**src/rtl/pipeline_hazard_pkg.sv**
```systemverilog
// Shared types and constants for the pipeline hazard scheduler.
// Includes the load-use hit predicate used by the control FSM.
package pipeline_hazard_pkg;

   typedef enum logic [1:0] {
      HZ_RUN       = 2'd0,
      HZ_LU_BUBBLE = 2'd1,
      HZ_MDU_WAIT  = 2'd2,
      HZ_MEM_WAIT  = 2'd3
   } hz_state_e;

   localparam int         HZ_LU_BUBBLES_MAX = 3;
   localparam logic [4:0] HZ_REG_ZERO       = 5'd0;

   function automatic logic hz_lu_hit(input logic       load,
                                      input logic [4:0] rd,
                                      input logic [4:0] rs1,
                                      input logic [4:0] rs2,
                                      input logic       use1,
                                      input logic       use2);
      return load && (rd != HZ_REG_ZERO) &&
             ((use1 && (rs1 == rd)) || (use2 && (rs2 == rd)));
   endfunction

endpackage

```
**src/rtl/hazard_perf_cnt.sv**
```systemverilog
// Bank of N saturating event counters, one increment per cycle per asserted bit.
module hazard_perf_cnt #(
   parameter int N = 4,
   parameter int W = 32
) (
   input  logic                clk,
   input  logic                reset,
   input  logic [N-1:0]        inc,
   output logic [N-1:0][W-1:0] cnt
);

   for (genvar gi = 0; gi < N; gi++) begin : g_cnt
      logic [W-1:0] cnt_reg;

      always_ff @(posedge clk or negedge reset) begin
         if (!reset) begin
            cnt_reg <= '0;
         end else if (inc[gi] && (cnt_reg != '1)) begin
            cnt_reg <= cnt_reg + W'(1);
         end
      end

      assign cnt[gi] = cnt_reg;
   end

endmodule

```
**src/rtl/pipeline_hazard_ctrl.sv**
```systemverilog
// Stall/flush/bubble scheduler for the 6-stage pipeline (load-use, MDU, memory wait, redirect).
// Optional perf counters are built when HAZARD_PERF_CNT_EN is defined.
module pipeline_hazard_ctrl
   import pipeline_hazard_pkg::*;
#(
   parameter int LU_BUBBLES  = 2,
   parameter int MDU_TIMEOUT = 64,
   parameter int CNT_W       = 32
) (
   input  logic       clk,
   input  logic       reset,
   input  logic [4:0] rs1_IDC,
   input  logic [4:0] rs2_IDC,
   input  logic       is_rs1_used,
   input  logic       is_rs2_used,
   input  logic [4:0] rd_IDR,
   input  logic       load_IDR,
   input  logic       mdu_issue,
   input  logic       mdu_done,
   input  logic       mem_req,
   input  logic       mem_ready,
   input  logic       redirect,
   output logic       stall_if,
   output logic       stall_idc,
   output logic       stall_idr,
   output logic       stall_ex,
   output logic       stall_mem,
   output logic       nop_idr,
   output logic       flush_idc,
   output logic       flush_idr,
   output logic [1:0] hz_state,
   output logic       mdu_err
`ifdef HAZARD_PERF_CNT_EN
   ,
   output logic [CNT_W-1:0] cnt_lu,
   output logic [CNT_W-1:0] cnt_mdu,
   output logic [CNT_W-1:0] cnt_mem,
   output logic [CNT_W-1:0] cnt_flush
`endif
);

   localparam int              MC_W     = $clog2(MDU_TIMEOUT);
   localparam logic [1:0]      LU_INIT  = 2'(LU_BUBBLES - 1);
   localparam logic [MC_W-1:0] MDU_LAST = MC_W'(MDU_TIMEOUT - 1);

   hz_state_e       state_reg, state_next;
   logic [1:0]      lu_cnt_reg, lu_cnt_next;
   logic [MC_W-1:0] mdu_cnt_reg, mdu_cnt_next;
   logic            mdu_pend_reg, mdu_pend_next;
   logic            mdu_err_reg, mdu_err_next;
   logic            mem_stall, lu_hit, run_eval, mdu_hold;

   assign mem_stall = mem_req & ~mem_ready;
   assign lu_hit    = hz_lu_hit(load_IDR, rd_IDR, rs1_IDC, rs2_IDC, is_rs1_used, is_rs2_used);

   always_ff @(posedge clk or negedge reset) begin
      if (!reset) begin
         state_reg    <= HZ_RUN;
         lu_cnt_reg   <= '0;
         mdu_cnt_reg  <= '0;
         mdu_pend_reg <= 1'b0;
         mdu_err_reg  <= 1'b0;
      end else begin
         state_reg    <= state_next;
         lu_cnt_reg   <= lu_cnt_next;
         mdu_cnt_reg  <= mdu_cnt_next;
         mdu_pend_reg <= mdu_pend_next;
         mdu_err_reg  <= mdu_err_next;
      end
   end

   always_comb begin
      state_next    = state_reg;
      lu_cnt_next   = lu_cnt_reg;
      mdu_cnt_next  = mdu_cnt_reg;
      mdu_pend_next = mdu_pend_reg;
      mdu_err_next  = mdu_err_reg;
      stall_if      = 1'b0;
      stall_idc     = 1'b0;
      stall_idr     = 1'b0;
      stall_ex      = 1'b0;
      stall_mem     = 1'b0;
      nop_idr       = 1'b0;
      flush_idc     = 1'b0;
      flush_idr     = 1'b0;
      run_eval      = 1'b0;
      mdu_hold      = 1'b0;

      if (mem_stall) begin
         // Whole pipe frozen; a bubble sequence in progress simply pauses in place.
         {stall_if, stall_idc, stall_idr, stall_ex, stall_mem} = 5'b11111;
         case (state_reg)
            HZ_RUN: begin
               state_next    = HZ_MEM_WAIT;
               mdu_pend_next = 1'b0;
            end
            HZ_MDU_WAIT: begin
               state_next    = HZ_MEM_WAIT;
               mdu_pend_next = ~mdu_done;
            end
            HZ_MEM_WAIT: mdu_pend_next = mdu_pend_reg & ~mdu_done;
            default: ;
         endcase
      end else begin
         case (state_reg)
            HZ_RUN: run_eval = 1'b1;
            HZ_LU_BUBBLE: begin
               if (redirect) begin
                  flush_idc   = 1'b1;
                  flush_idr   = 1'b1;
                  lu_cnt_next = '0;
                  state_next  = HZ_RUN;
               end else begin
                  stall_if    = 1'b1;
                  stall_idc   = 1'b1;
                  nop_idr     = 1'b1;
                  lu_cnt_next = lu_cnt_reg - 2'd1;
                  if (lu_cnt_reg == 2'd1) state_next = HZ_RUN;
               end
            end
            HZ_MDU_WAIT: begin
               if (mdu_done) begin
                  run_eval = 1'b1;
               end else begin
                  mdu_hold = 1'b1;
                  if (mdu_cnt_reg == MDU_LAST) begin
                     mdu_err_next = 1'b1;
                     mdu_cnt_next = '0;
                     state_next   = HZ_RUN;
                  end else begin
                     mdu_cnt_next = mdu_cnt_reg + MC_W'(1);
                  end
               end
            end
            default: begin
               // Memory released: resume the MDU wait only if its result is still outstanding.
               if (mdu_pend_reg && !mdu_done) begin
                  mdu_hold   = 1'b1;
                  state_next = HZ_MDU_WAIT;
               end else begin
                  run_eval = 1'b1;
               end
            end
         endcase

         if (mdu_hold) begin
            {stall_if, stall_idc, stall_idr, stall_ex} = 4'b1111;
         end

         if (run_eval) begin
            state_next    = HZ_RUN;
            mdu_pend_next = 1'b0;
            if (mdu_issue) begin
               state_next   = HZ_MDU_WAIT;
               mdu_cnt_next = '0;
            end else if (redirect) begin
               flush_idc = 1'b1;
               flush_idr = 1'b1;
            end else if (lu_hit) begin
               stall_if    = 1'b1;
               stall_idc   = 1'b1;
               nop_idr     = 1'b1;
               lu_cnt_next = LU_INIT;
               if (LU_BUBBLES > 1) state_next = HZ_LU_BUBBLE;
            end
         end
      end

      if (!reset) begin
         {stall_if, stall_idc, stall_idr, stall_ex, stall_mem} = 5'b00000;
         {nop_idr, flush_idc, flush_idr} = 3'b000;
      end
   end

   assign hz_state = state_reg;
   assign mdu_err  = mdu_err_reg;

`ifdef HAZARD_PERF_CNT_EN
   logic [3:0]            perf_inc;
   logic [3:0][CNT_W-1:0] perf_cnt;

   assign perf_inc = {flush_idr, stall_mem, stall_ex & ~stall_mem, nop_idr};

   hazard_perf_cnt #(.N(4), .W(CNT_W)) u_perf (
      .clk   (clk),
      .reset (reset),
      .inc   (perf_inc),
      .cnt   (perf_cnt)
   );

   assign cnt_lu    = perf_cnt[0];
   assign cnt_mdu   = perf_cnt[1];
   assign cnt_mem   = perf_cnt[2];
   assign cnt_flush = perf_cnt[3];
`else
   // Counter width only matters when the perf bank is built.
   if (CNT_W < 1) begin : g_cnt_w_unused
   end
`endif

endmodule
```
**config.mk**
```make
export PLATFORM = sky130hd
export DESIGN_NAME = pipeline_hazard_ctrl
export DESIGN_NICKNAME = d
export VERILOG_FILES = /design/src/rtl/pipeline_hazard_pkg.sv /design/src/rtl/hazard_perf_cnt.sv /design/src/rtl/pipeline_hazard_ctrl.sv
export SDC_FILE = /design/constraint.sdc
export NUM_CORES = 1
export LEC_CHECK = 0
export ABC_AREA = 1
export CAP_MARGIN = 20
export CORE_MARGIN = 5
export CORE_UTILIZATION = 25
export CTS_BUF_LIST = sky130_fd_sc_hd__clkbuf_8
export DETAILED_ROUTE_END_ITERATION = 16
export PLACE_DENSITY = 0.49
export REMOVE_ABC_BUFFERS = 1
export SLEW_MARGIN = 5
export SYNTH_ARGS = -nofsm -noshare
export SYNTH_HDL_FRONTEND = slang
export SYNTH_SLANG_ARGS = --single-unit
```
**constraint.sdc**
```tcl
create_clock -name clk -period 2.2 [get_ports clk]
set_clock_uncertainty 0.2 [all_clocks]
set_input_delay 0.55 -clock clk [delete_from_list [all_inputs] [get_ports clk]]
set_output_delay 0.55 -clock clk [all_outputs]
set_load 0.005 [all_outputs]
```
==> results of run 1 <==
-- final timing paths --
path | cells past startpoint | end | slack (ps)
max | 10 | nop_idr | -210
min | 3 | mdu_cnt_reg[5] | 260
max reg2reg | 11 | hz_state[1] | 280
min reg2reg | 1 | mdu_err | 280
max in group asynchronous | 3 | hz_state[0] | 1370
min in group clk | 1 | mdu_err | 280
-- worst max-delay path, cell delays in order --
cell,delay (ps)
dlygate4sd2_1,310
inv_2,100
nand3_4,130
nand3b_4,110
nor2_4,90
nand2_2,60
nand2_2,70
nand2_2,60
nor2_2,70
buf_2,120
-- placed cells by master, fill, tap and decap left out, types with 2 or more instances in the layout --
| cell | count |
|---|---|
| o21ai_1 | 4 |
| buf_4 | 28 |
| nand2_1 | 56 |
| o21ai_0 | 2 |
| ha_4 | 3 |
| nand2_2 | 9 |
| clkbuf_8 | 4 |
| nor2_2 | 4 |
| o211ai_1 | 2 |
| dlygate4sd2_1 | 22 |
| nor2_4 | 2 |
| nand3_1 | 10 |
| o21bai_1 | 2 |
| nor2_1 | 16 |
| inv_1 | 20 |
| dfrtp_1 | 10 |
| buf_2 | 5 |
| inv_2 | 11 |
| xor2_1 | 2 |
| ha_1 | 2 |
| a21oi_1 | 3 |
| clkbuf_2 | 3 |
| buf_6 | 5 |
| dfrtp_2 | 2 |
| clkdlybuf4s50_1 | 4 |
| a211oi_2 | 2 |
| nor2_8 | 2 |
-- cell type report --
cell class / count / area [um^2] / share of cell area [%]
Multi-Input combinational cell: 132 / 822 / 42.4
Timing Repair Buffer: 69 / 566 / 29.2
Sequential cell: 12 / 303 / 15.6
Inverter: 33 / 126 / 6.52
Tap cell: 54 / 67.6 / 3.48
Clock buffer: 4 / 55.1 / 2.84
-- power breakdown --
group	total [mW]	leakage, nW	switching [mW]	internal [mW]
logic	1.04	0.869	0.504	0.534
registers	0.334	0.156	0.0552	0.279
clock network	0.243	0.0288	0.0851	0.158
-- routing by layer --
| layer | routed length (um) | global-route usage (%) | vias to the layer above |
|---|---|---|---|
| li1 | - | - | 688 |
| met5 | 0 | 0 | - |
| met1 | 1470 | 14.7 | 582 |
| met3 | 111 | 2.72 | 2 |
| met4 | 17 | 2.58 | 0 |
| met2 | 1720 | 20.6 | 20 |
-- through the flow --
stage                     worst slack (ps)  std cells
after global placement                -788        287
after floorplan                       94.0        177
final                                 -208        304
after detailed placement              -780        287
after CTS                             -219        302
after global routing                  -321        304
-- logic make-up (layout without fill, tap and decap cells) --
kind of cell             count (synthesis)  count (layout)
AND/OR/NAND/NOR                        103             103
buffers and inverters                   37             106
AO/OA/AOI/OAI                           20              20
flip-flops                              12              12
adder cells (fa/ha/maj)                  6               6
XOR/XNOR                                 3               3
-- timing repair --
| item | in CTS | in global routing |
|---|---|---|
| setup buffers | 11 | 2 |
| pin swaps | 14 | 7 |
| setup endpoints to repair | 8 | 8 |
| gates cloned | 0 | 0 |
| gates resized for setup | 66 | 20 |
==> impl_metrics.py, run 1 <==
metrics = {
    "detailed_routing": {
        "wire_per_inst_um": 10.9,
        "vias_per_cell": 4.25,
        "dr.first_iter.drc_count": 38,
        "ant_nets": 0,
        "dr.pass1.iters": 4,
        "drt_wl_total_mm": 3.31,
        "num_vias": 1292,
        "drc": 0,
    },
    "layout": {
        "design_area_um2": 1940,
        "nets": 282,
        "drive_above_1_share_pct": 36.8,
        "antenna_cells": 0,
        "syn_to_final_growth_pct": 63.7,
        "fillCellCount": 526,
        "largest_register_ffs": 6,
        "fin_util_pct": 41.6,
    },
    "logic_synthesis": {
        "synth_seq_area_share_pct": 25.3,
        "synth_fa_ha_area_share_pct": 6.34,
        "synth-compound-area-share_pct": 11.1,
        "ys_types": 26,
        "synth_mux_area_share_pct": 0,
        "synth-seq-cells": 12,
        "syn-cell-area_um2": 1180,
        "syn_inst": 181,
        "yosysTopAreaCell": "dfrtp_1",
        "synthDominantCellAreaShare_pct": 25.3,
        "yosysMostFrequentCell": "nand2_1",
        "synthArstFlopShare_pct": 100,
        "ys.flop_type": "dfrtp_1",
        "postSynthAreaPerCell_um2": 6.55,
        "synth_commonest_cells": "nand2_1, inv_1, nor2_1",
        "synth_edf_count": 0,
        "synthTopCellsByArea": "dfrtp_1, nand2_1, inv_1",
        "synth_warnings": 0,
        "synthSimpleGateAreaFrac_pct": 41.7,
        "synth_xor_xnor_area_share_pct": 2.22,
        "synth_top_family_by_area": "simple AND/OR/NAND/NOR gates",
    },
    "critical_path": {
        "end_kind": "primary output",
        "critical_path_class": "in -> out",
        "crit_fanout": 4,
        "start_kind": "input port",
        "startpoint": "mdu_done",
        "critPathRequiredTime_ps": 1450,
        "critPathArrivalTime_ps": 1660,
        "rr_startpoint": "hz_state[1]",
    },
    "cts": {
        "worstSkewPairLatency_ps": 250,
        "cts_tree": "yes",
        "ctsHoldBuffers": 0,
        "h-tree-depth": 1,
        "clock-sinks": 12,
        "clk_path_buf_depth": 2,
        "clkTransAtPathRegs_ps": 60,
        "numCtsBuffers": 3,
        "cts-root-buf": "clkbuf_8",
    },
    "pwr": {
        "power_mw": 1.62,
        "powerDensity_nw_per_um2": 833,
        "peakVddDrop_uv": 494,
        "leakagePower_nw": 1.05,
    },
    "placement": {
        "port_buffers": 35,
        "hpwl_mm": 2.53,
        "gp_congestion": 0.790,
        "post_dp_cell_area_um2": 1730,
    },
    "global_routing": {
        "grtUsageTotal_pct": 11.8,
        "grt_first_pass_wirelength_mm": 5.97,
        "antenna_found_initial": 0,
        "overflow": 0,
        "grt_max_degree": 11,
        "grt_pass1_vias": 1337,
    },
    "min_path": {
        "hold_class": "in -> async",
    },
    "sta": {
        "worstMarginPinSlew_ps": 235,
        "holdWs_ps": 264,
        "rsz0062_at_grt": "true",
        "slew_headroom_pct": 84.3,
        "slew_violations": 0,
        "setup_violations": 7,
        "hold_violations": 0,
        "finalWorstSetupSlack_ps": -208,
        "fin_setup_tns_ps": -854,
        "finalCriticalPeriod_ps": 2410,
        "period_share_pct": 109,
        "fmax_mhz": 415,
    },
    "floorplan": {
        "core_um2": 4660,
        "rows": 25,
        "die_y_um": 78.8,
        "dieArea_um2": 6220,
        "ios": 36,
        "die_w_um": 78.8,
        "initial_utilization_pct": 25.4,
    },
    "outcome": {
        "run_status": "finished, violations left",
        "failed_checks": "setup timing",
    },
    "flow_run": {
        "cap_violations": 0,
    },
}
(Power assumes the default switching activity.)
==> run 2: changes to the inputs <==
--- a/config.mk
+++ b/config.mk
@@ -10,6 +10,7 @@
 export CORE_MARGIN = 5
 export CORE_UTILIZATION = 25
 export CTS_BUF_LIST = sky130_fd_sc_hd__clkbuf_8
+export CTS_CLUSTER_SIZE = 10
 export DETAILED_ROUTE_END_ITERATION = 16
 export PLACE_DENSITY = 0.49
 export REMOVE_ABC_BUFFERS = 1
==> results of run 2 <==
Same layout as run 1: the final DEF is identical, and so are final timing and power.
